`src/rtl/execute.sv`:
```
// execute: RV32I EX stage with operand forwarding, ALU, branch resolution and EX/MEM pipeline register.
package decode_pkg;
    typedef struct packed {
        logic [31:0] pc_plus4;
        logic [31:0] rs1_data;
        logic [31:0] rs2_data;
        logic [31:0] imm;
        logic [4:0]  rs1;
        logic [4:0]  rs2;
        logic [4:0]  rd;
        logic [2:0]  funct3;
        logic        funct7_5;
        logic [1:0]  ALUOp;
        logic        ALUSrc;
        logic        Branch;
        logic        RegWrite;
        logic        MemRead;
        logic        MemWrite;
        logic        MemToReg;
    } id_ex_t;
endpackage

package execute_pkg;
    typedef struct packed {
        logic [31:0] pc_plus4;
        logic [31:0] alu_result;
        logic [31:0] store_data;
        logic [4:0]  rd;
        logic [2:0]  funct3;
        logic        RegWrite;
        logic        MemRead;
        logic        MemWrite;
        logic        MemToReg;
    } ex_mem_t;
endpackage

module execute
    import decode_pkg::*;
    import execute_pkg::*;
(
    input  logic        clk,
    input  logic        reset,
    input  logic        we,
    input  logic        flush,
    input  id_ex_t      id_ex,
    input  logic [31:0] wb_data,
    input  logic [4:0]  wb_addr,
    input  logic        wb_we,
    output logic        branch_taken,
    output logic [31:0] branch_target,
    output ex_mem_t     ex_mem
);
    ex_mem_t     r_ex_mem;
    logic [31:0] w_a;
    logic [31:0] w_fwd_b;
    logic [31:0] w_b;
    logic [31:0] w_alu;
    logic [4:0]  w_shamt;
    logic        w_alt;
    logic        w_cmp;
    logic        w_em_fwd_ok;
    logic        w_wb_fwd_ok;

    assign ex_mem = r_ex_mem;

    // A load result is not yet in alu_result, so ex_mem only forwards non-load writes.
    assign w_em_fwd_ok = r_ex_mem.RegWrite && !r_ex_mem.MemRead && r_ex_mem.rd != 5'd0;
    assign w_wb_fwd_ok = wb_we && wb_addr != 5'd0;

    assign w_a = (w_em_fwd_ok && r_ex_mem.rd == id_ex.rs1) ? r_ex_mem.alu_result :
                 (w_wb_fwd_ok && wb_addr == id_ex.rs1)     ? wb_data : id_ex.rs1_data;
    assign w_fwd_b = (w_em_fwd_ok && r_ex_mem.rd == id_ex.rs2) ? r_ex_mem.alu_result :
                     (w_wb_fwd_ok && wb_addr == id_ex.rs2)     ? wb_data : id_ex.rs2_data;
    assign w_b     = id_ex.ALUSrc ? id_ex.imm : w_fwd_b;
    assign w_shamt = w_b[4:0];

    // I-type only honours funct7_5 for SRAI; R-type also uses it for SUB.
    assign w_alt = id_ex.funct7_5 && (id_ex.ALUOp == 2'b10 || id_ex.funct3 == 3'b101);

    always_comb begin
        w_alu = w_a + w_b;
        if (id_ex.ALUOp == 2'b01)
            w_alu = w_a - w_b;
        else if (id_ex.ALUOp[1]) begin
            case (id_ex.funct3)
                3'b000:  w_alu = w_alt ? w_a - w_b : w_a + w_b;
                3'b001:  w_alu = w_a << w_shamt;
                3'b010:  w_alu = {31'd0, $signed(w_a) < $signed(w_b)};
                3'b011:  w_alu = {31'd0, w_a < w_b};
                3'b100:  w_alu = w_a ^ w_b;
                3'b101:  w_alu = w_alt ? 32'($signed(w_a) >>> w_shamt) : w_a >> w_shamt;
                3'b110:  w_alu = w_a | w_b;
                default: w_alu = w_a & w_b;
            endcase
        end
    end

    always_comb begin
        case (id_ex.funct3)
            3'b000:  w_cmp = w_a == w_fwd_b;
            3'b001:  w_cmp = w_a != w_fwd_b;
            3'b100:  w_cmp = $signed(w_a) < $signed(w_fwd_b);
            3'b101:  w_cmp = $signed(w_a) >= $signed(w_fwd_b);
            3'b110:  w_cmp = w_a < w_fwd_b;
            3'b111:  w_cmp = w_a >= w_fwd_b;
            default: w_cmp = 1'b0;
        endcase
    end

    assign branch_taken  = id_ex.Branch && w_cmp;
    assign branch_target = id_ex.pc_plus4 - 32'd4 + id_ex.imm;

    always_ff @(posedge clk) begin
        if (reset || flush)
            r_ex_mem <= '0;
        else if (we)
            r_ex_mem <= '{
                pc_plus4:   id_ex.pc_plus4,
                alu_result: w_alu,
                store_data: w_fwd_b,
                rd:         id_ex.rd,
                funct3:     id_ex.funct3,
                RegWrite:   id_ex.RegWrite,
                MemRead:    id_ex.MemRead,
                MemWrite:   id_ex.MemWrite,
                MemToReg:   id_ex.MemToReg
            };
    end
endmodule

```
`config.mk`:
```
export PLATFORM = sky130hd
export DESIGN_NAME = execute
export DESIGN_NICKNAME = d
export VERILOG_FILES = /design/src/rtl/execute.sv
export SDC_FILE = /design/constraint.sdc
export NUM_CORES = 1
export LEC_CHECK = 0
export BUFFER_PORTS_ARGS = -buffer_cell sky130_fd_sc_hd__buf_2
export CORE_AREA = 4 4 224 226
export DETAILED_ROUTE_END_ITERATION = 6
export DIE_AREA = 0 0 228 230
export REMOVE_ABC_BUFFERS = 1
export SKIP_LAST_GASP = 1
export SLEW_MARGIN = 25
export SYNTH_ARGS = -nofsm -noshare
export SYNTH_HDL_FRONTEND = slang
export SYNTH_SLANG_ARGS = --single-unit
```
`constraint.sdc`:
```
create_clock -name clk -period 5.94 [get_ports clk]
set_clock_uncertainty 0.1 [all_clocks]
set_input_delay 0.594 -clock clk [delete_from_list [all_inputs] [get_ports clk]]
set_output_delay 0.594 -clock clk [all_outputs]
set_load 0.01 [all_outputs]
```
# ---- Word level (Yosys, flattened, before mapping)
# Index checks and enable logic that the tools add are counted.
dict set report word_totals {
  wordCells 66
  ff_bits 108
  output_inout_bits 141
  in_bits 197
}
dict set report classes {
  n_reduce_logical 15
  n_bitwise 3
  n_eq_ne 15
  add_sub_neg 4
  n_lt_le_gt_ge 6
  shifts 3
  muxes 11
}
# operator n
set op_table {}
lappend op_table {{32-bit two-way mux} 9}
lappend op_table {{32-bit case mux with 7 select lines} 1}
lappend op_table {{32-bit < comparator} 4}
lappend op_table {{32-bit adder} 2}
lappend op_table {{32-bit >= comparator} 2}
lappend op_table {{32-bit bitwise AND} 1}
lappend op_table {{32-bit equality test} 1}
lappend op_table {{32-bit != test} 1}
lappend op_table {{32-bit OR} 1}
lappend op_table {{32-bit by 5-bit left shift with 32-bit output} 1}
lappend op_table {{32-bit by 5-bit >> shifter with 32-bit output} 1}
lappend op_table {{32-bit by 5-bit >>> shifter with 32-bit output} 1}
lappend op_table {{32-bit by 3-bit subtractor with 32-bit output, second input constant} 1}
lappend op_table {{32-bit subtractor} 1}
lappend op_table {{32-bit XOR} 1}
lappend op_table {{5-bit equality test} 4}
lappend op_table {{3-bit equality test, second input constant} 4}
lappend op_table {{5-bit nonzero test} 2}
lappend op_table {{1-bit logical AND} 9}
lappend op_table {{3-bit by 2-bit equality test with 1-bit output, second input constant} 2}
lappend op_table {{1-bit case mux with 6 select lines} 1}
lappend op_table {{3-bit by 1-bit equality test with 1-bit output, second input constant} 1}
lappend op_table {{3-bit zero test} 1}
lappend op_table {{2-bit by 1-bit equality test with 1-bit output, second input constant} 1}
lappend op_table {{3 further kinds} 4}

# ---- Longest topological paths before layout
# Gate-level depths: netlist (run 1).
dict set report logic_depth {
  word_depth 11
  ltp_mapped 24
  mapped_depth_nobuf 20
}

# ---- Worst setup path after synthesis (run 1)
# No wires, ideal clock.
dict set report synth_path {
  path_kind {input to register}
  startpoint {input port id_ex[19] in the netlist's numbering}
  endpoint {register r_ex_mem, in the netlist ex_mem[74]}
  n_path_buf 2
  path_stages 21
  arrival_ns 6.196
  path_slack_ns -0.459
  path_cell_list {xor2_1 or4b_2 nor2_1 clkbuf_1 mux2i_1 o21ai_0 inv_1 o21ai_0 ha_1 clkbuf_1 o21a_1 o2111a_1 o21a_1 or4b_2 a31o_2 a21o_1 a211oi_1 o31ai_1 mux2i_1 o221a_2 a2111oi_2}
}
dict set report synth_between {
  elab_chain_len 10
}
# item line
set synth_lines {}
lappend synth_lines {{from (decl)} 45} ;# input id_ex_t id_ex,
lappend synth_lines {{5-bit equality test} 73} ;# (w_wb_fwd_ok && wb_addr == id_ex.rs2) ? wb_data : id_ex.rs2_data;
lappend synth_lines {{1-bit logical AND} 73}
lappend synth_lines {{32-bit two-way mux} 73}
lappend synth_lines {{32-bit two-way mux (*)} 72} ;# assign w_fwd_b = (w_em_fwd_ok && r_ex_mem.rd == id_ex.rs2) ? r_ex_mem.alu_result :
lappend synth_lines {{32-bit two-way mux (*)} 74} ;# assign w_b = id_ex.ALUSrc ? id_ex.imm : w_fwd_b;
lappend synth_lines {{32-bit adder (tied with other cells)} {81, 86}}
lappend synth_lines {{32-bit two-way mux (on tied branches)} {86, 91}}
lappend synth_lines {{32-bit case mux with 7 select lines} 85} ;# case (id_ex.funct3)
lappend synth_lines {{32-bit two-way mux} 84} ;# else if (id_ex.ALUOp[1]) begin
lappend synth_lines {{32-bit two-way mux (*)} 82} ;# if (id_ex.ALUOp == 2'b01)
lappend synth_lines {{to (signal assigned)} 117} ;# r_ex_mem <= '{
lappend synth_lines {{to (decl)} 53} ;# ex_mem_t r_ex_mem;
# Mark *: on every way between the ends. The rest lies on a longest branch, timed or not.
# A chain may end at the register's enable or synchronous reset.

# ---- Worst setup path in the final report (run 1)
dict set report layout_path {
  startpoint {input port wb_addr[2]}
  endpoint {output port branch_taken}
}
dict set report layout_between {
  elab_chain_len 8
}
# item line
set layout_lines {}
lappend layout_lines {{from (decl)} 47} ;# input logic [4:0] wb_addr,
lappend layout_lines {{5-bit nonzero test} 68} ;# assign w_wb_fwd_ok = wb_we && wb_addr != 5'd0;
lappend layout_lines {{1-bit logical AND} 68}
lappend layout_lines {{1-bit logical AND (on tied branches)} {71, 73}}
lappend layout_lines {{32-bit two-way mux (on tied branches)} {71, 73}}
lappend layout_lines {{32-bit two-way mux (on tied branches)} {70, 72}}
lappend layout_lines {{32-bit >= comparator (tied with other cells)} 105} ;# 3'b111: w_cmp = w_a >= w_fwd_b;
lappend layout_lines {{1-bit case mux with 6 select lines (*)} 99} ;# case (id_ex.funct3)
lappend layout_lines {{1-bit logical AND (*)} 110} ;# assign branch_taken = id_ex.Branch && w_cmp;
lappend layout_lines {{to (decl)} 49} ;# output logic branch_taken,
# Marks and branches as above.

==> impl_metrics.toml, run 1 <==
[run_status]
status = "finished with violations"
violations = "DRC"

[placement]
globalplace.congestion = 1.06
numPortBuffers = 337
dp_slack_ns = -1.08
dp_hpwl_um = 89300
post_dp_cell_area_um2 = 23800

[clock_network]
clk_latency_ns = 0.41
cts_sinks = 108
hold_buffers = 0
h-tree-depth = 3
root_buffer = "clkbuf_16"
clk_pin_slew_ns = 0.10
cts_tree = "yes"
numCtsBuffers = 9
cts_buffer_depth = 2

[sta]
slew_headroom_pct = 31.2
setup_tns_ns = 0
final.min_clock_period_ns = 5.80
fin_ws_ns = 0.138
clock.fmax_mhz = 172
timing.final.crit_share_pct = 97.7
slew_violations = 0
setup_viol = 0
hold_viol = 0
rsz0062_at_grt = "yes"
tightest_slew_ns = 1.02

[floorplan]
die_x_um = 228
die_h_um = 230
row_count = 81
initial_utilization_pct = 39.7
core-area_um2 = 48300
fp.dieArea_um2 = 52400
io_pins = 338

[yosys]
ys_types = 99
postSynthCellCount = 2805
synth_top_cell_by_area = "ha_1"
synth_top_area_share_pct = 12.7
async_flop_share_pct = 0
synth_area_leaders = "ha_1 (13%), dfxtp_1 (11%), mux2i_1 (7.5%)"
synth_flop_cell = "dfxtp_1"
yosys_warnings = 0
netlist_area_um2 = 19200
synth_seq_area_share_pct = 11.3
synth_edf_count = 0
syn_avg_cell_area_um2 = 6.84
ys_seq_elements = 108

[power_and_ir_drop]
p_int_mw = 2.11
combPwrFrac_pct = 65.0
peakVddDrop_uv = 127
p_switching_mw = 2.10
power_leakage_nw = 11.5
pwr-share-clk_pct = 16.3
seqPwrFrac_pct = 18.7
power_mw = 4.20
p_per_area_nw_per_um2 = 173
swShare_pct = 49.9

[grt]
grt-ovfl-total = 0
grt_pass1_wl_um = 163000
antenna_found_initial = 6
grt_max_degree = 74
grt_use_total_pct = 40.8
first_global_vias = 24600

[final_layout]
final.fill_count = 4986
seq_area_um2 = 2160
drive_gt1_share_pct = 24.9
final_core_util_pct = 50.2
largest_reg_flops = 108
nets = 3734
fin_area_um2 = 24300
multi_input_area_um2 = 15500
area_delta_synth_final_pct = 26.6

[critical_path]
required_ns = 5.25
crit_arrival_ns = 5.11
startpoint_type = "primary input"
crit_path_max_fanout = 25
crit_type = "primary input to primary output"
worstSetupEndpointType = "primary output"

[job]
max_cap_violations = 0

[drt]
via_per_inst = 6.33
wl_um = 112000
ant_nets = 0
detail_route.wl_per_cell_um = 28.3
num_vias = 25100
dr.pass1.iters = 7
drt_iter0_markers = 2698
drc = 1

[hold_path]
hold_class = "primary input to register"
cell families (layout without fill, tap and decap cells):
kind of cell	Yosys count	count (layout)	synth area share, %
buffers and inverters	449	987	9.12
multiplexers	163	163	9.22
AND/OR/NAND/NOR	824	824	20.0
other	0	4	0
adder cells (fa/ha/maj)	198	198	13.0
AO/OA/AOI/OAI	965	965	32.9
flip-flops	108	108	11.3
XOR/XNOR	98	98	4.47
metrics by stage:
| step | instances | hold WS, ns |
|---|---|---|
| after floorplan | 2613 | 0.390 |
| after global placement | 3943 | 0.354 |
| after detailed placement | 3943 | 0.357 |
| after CTS | 3957 | 0.312 |
| after global routing | 3966 | 0.319 |
| final | 3969 | 0.317 |
cells in the final DEF, fill, tap and decap left out, types with 51 or more instances in the layout:
master,netlist,layout
buf_2,21,336
mux2i_1,144,144
inv_1,251,249
ha_1,195,194
dfxtp_1,108,107
buf_4,2,367
nor3_1,91,89
nand3_1,96,95
a21o_1,51,51
nand2_1,198,198
a21oi_1,220,217
xnor2_1,79,79
a31oi_1,72,70
nor2_1,270,267
o21ai_0,245,230
final cells by class:
| type | count | area share [%] |
|---|---|---|
| clock buffer | 9 | 0.927 |
| clock inverter | 6 | 0.232 |
| inverter | 257 | 3.97 |
| multi-input combinational | 2248 | 63.6 |
| sequential | 108 | 8.91 |
| tap | 622 | 3.20 |
| antenna | 4 | 0.0412 |
| timing repair buffer | 715 | 19.1 |
synth_stat cells, types with 8 or more instances:
library cell and instances:
a22oi_1 13, o211ai_1 41, nor2b_1 19, nor3_1 91
or2_2 17, o221ai_1 17, a31oi_1 72, and3_1 21
inv_1 251, a21oi_1 220, dfxtp_1 108, o21a_1 23
o31a_1 13, nand2_1 198, nand4_1 19, o31ai_1 21
mux4_2 10, xor2_1 19, ha_1 195, buf_1 26
and2_1 13, a221oi_1 17, nor4_1 8, mux2i_1 144
a2111oi_0 11, or3_1 22, o22ai_1 17, a211o_1 13
a211oi_1 39, o32ai_1 8, nor2_1 270, a32oi_1 12
a21o_1 51, a311oi_1 13, o21ai_0 245, buf_2 21
a21boi_0 10, mux2_2 9, o21bai_1 19, nand3_1 96
clkbuf_1 139, nand2b_1 17, xnor2_1 79
critical path: stages:
cell	delay [ns]
buf_2	0.12
buf_4	0.13
xnor2_1	0.29
o211a_1	0.37
buf_4	0.42
nand3_1	0.21
a31oi_2	0.29
buf_4	0.23
ha_1	0.26
a21o_1	0.17
a21o_1	0.18
a21o_1	0.17
a21oi_1	0.15
o21ai_1	0.13
buf_4	0.18
o2bb2ai_1	0.12
nor3_1	0.19
buf_4	0.17
or3_1	0.10
a21oi_1	0.06
o311a_1	0.39
buf_2	0.15
routing by layer:
layer,track usage (%),up-vias,routed length [um]
met5,0,-,92
met4,27.3,4,9730
met3,8.51,437,10200
met2,67.5,1477,50300
met1,47.8,12000,42200
li1,-,11300,-
final timing paths:
kind | start | end | slack, ns | depth (start not counted)
worst max-delay path | wb_addr[2] | branch_taken | 0.14 | 22
worst min-delay path | id_ex[0] | ex_mem[0]$_SDFFE_PP0P_ | 0.32 | 3
worst max register to register | ex_mem[7]$_SDFFE_PP0P_ | ex_mem[44]$_SDFFE_PP0P_ | 0.18 | 21
worst min register to register | ex_mem[15]$_SDFFE_PP0P_ | ex_mem[15]$_SDFFE_PP0P_ | 0.38 | 2
power groups by stage:
stage | logic (mW) | registers (mW) | clock network [mW]
floorplan | 1.44 | 0.803 | 0
finish | 2.73 | 0.785 | 0.684
global placement | 2.61 | 0.799 | 0
global route | 2.90 | 0.788 | 0.720
detailed placement | 2.62 | 0.800 | 0
CTS | 2.64 | 0.784 | 0.688
repair_timing:
item / in CTS / in global routing
pin swaps: 0 / 9
buffers inserted: 0 / 8
resized for setup: 12 / 39
endpoints found under the setup margin: 6 / 15
endpoints found under the hold margin: 0 / 0
(Power assumes the default switching activity.)
==> run 2: changes to the inputs <==
clock period = 7.3 ns   (was 5.94 ns; I/O delays follow)
==> impl_metrics.toml, run 2 (same netlist as run 1, synthesis figures left out) <==
[run_status]
status = "finished with violations"
violations = "DRC"

[floorplan]
initial_utilization_pct = 39.7
core-area_um2 = 48300
row_count = 81
die_h_um = 230
io_pins = 338
fp.dieArea_um2 = 52400
die_x_um = 228

[placement]
globalplace.congestion = 1.05
place_inst = 3707
dp_slack_ns = 0.685
dp_hpwl_um = 87800
numPortBuffers = 337

[sta]
fin_ws_ns = 0.519
rsz0062_at_grt = "no"
hold_viol = 0
clock.fmax_mhz = 147
slew_violations = 0
final.min_clock_period_ns = 6.78
tightest_slew_ns = 1.29
setup_viol = 0
slew_headroom_pct = 11.9
timing.final.crit_share_pct = 92.9

[hold_path]
min_from = "ex_mem[14]$_SDFFE_PP0P_"
hold_class = "register to register"

[critical_path]
required_ns = 6.47
startpoint_type = "register"
crit_arrival_ns = 5.95
critPathLaunch = "ex_mem[7]$_SDFFE_PP0P_"
crit_path_max_fanout = 28
worstSetupEndpointType = "primary output"
crit_type = "register to primary output"
r2r_start = "ex_mem[7]$_SDFFE_PP0P_"

[clock_network]
clk_pin_slew_ns = 0.10
clk_latency_ns = 0.42
h-tree-depth = 3
cts_sinks = 108
cts_tree = "yes"
cts-resized-gates = 0
hold_buffers = 0
cts_buffer_depth = 2
root_buffer = "clkbuf_16"
post_cts_buffers = 0
numCtsBuffers = 9

[power_and_ir_drop]
peakVddDrop_uv = 111
seqPwrFrac_pct = 19.5
swShare_pct = 51.7
p_switching_mw = 1.70
power_mw = 3.28
power_leakage_nw = 10.3
pwr-share-clk_pct = 17.3
p_per_area_nw_per_um2 = 147
combPwrFrac_pct = 63.3
p_int_mw = 1.59

[drt]
drc = 1
via_per_inst = 6.56
detail_route.wl_per_cell_um = 30.4
drt_iter0_markers = 2798
num_vias = 24400
dr.pass1.iters = 7
wl_um = 113000
ant_nets = 0

[final_layout]
area_delta_synth_final_pct = 16.2
final_core_util_pct = 46.1
layout_common_cells = "buf_2 (336), nor2_1 (266), inv_1 (249)"
multi_input_area_um2 = 15300
drive_gt1_share_pct = 18.5
final.fill_count = 5102
layout_commonest_cell = "buf_2"
nets = 3491
instances_no_fill = 3726
largest_reg_flops = 108
seq_area_um2 = 2160

[grt]
antenna_found_initial = 4
grt_use_total_pct = 41.1
grt_pass1_wl_um = 163000
first_global_vias = 23700
grt_max_degree = 74
grt-ovfl-total = 0

[job]
max_cap_violations = 0
-- run 2: metrics by stage --
step	hold slack [ns]	instance area [um2]	TNS, ns
2_1_floorplan	0.390	18400	-14.12
3_3_place_gp	0.355	22000	0
3_5_place_dp	0.361	22000	0
4_1_cts	0.379	22300	0
5_1_grt	0.390	22300	0
6_report	0.375	22300	0
-- run 2: final cells by class --
type                       instances  share of cell area, %
multi-input combinational       2248                   68.8
timing repair buffer             472                   12.3
sequential                       108                   9.70
inverter                         257                   4.33
tap                              622                   3.49
clock buffer                      10                   1.03
clock inverter                     6                  0.292
antenna                            3                 0.0337
-- run 2: worst paths after layout --
| kind | endpoint | slack, ns | cells past startpoint |
|---|---|---|---|
| setup reg to reg | ex_mem[75]$_SDFFE_PP0P_ | 0.78 | 21 |
| hold / removal | ex_mem[14]$_SDFFE_PP0P_ | 0.38 | 2 |
| setup / recovery | branch_taken | 0.52 | 17 |
| hold reg to reg | ex_mem[14]$_SDFFE_PP0P_ | 0.38 | 2 |
-- run 2: worst max-delay path: stages, from the launching register on --
cell	delay [ns]
dfxtp_1	0.39
or4_4	0.60
o211ai_2	0.46
or2_1	0.36
buf_4	0.44
a31oi_1	0.36
ha_1	0.40
a21o_1	0.16
a21o_1	0.17
a21o_1	0.17
a21oi_1	0.15
o21ai_0	0.34
o2bb2ai_1	0.25
nor3_1	0.47
or3_1	0.20
a21oi_1	0.07
o311a_1	0.38
buf_2	0.15
-- run 2: power groups by stage --
stage          Clock, mW  Sequential, mW  Combinational, mW
2_1_floorplan          0           0.654               1.17
3_3_place_gp           0           0.651               1.99
3_5_place_dp           0           0.652               2.00
4_1_cts            0.577           0.639               2.01
5_1_grt            0.591           0.642               2.20
6_report           0.567           0.640               2.08
-- run 2: metal layers --
metal / GRT usage, % / share of wire (%) / vias to the layer above / wire (um)
met2: 66.1 / 44 / 1619 / 50100
met1: 49.0 / 38 / 11600 / 42900
li1: - / - / 10800 / -
met3: 9.01 / 9.6 / 431 / 10900
met4: 28.1 / 8.3 / 2 / 9450
met5: 0 / 0.011 / - / 13
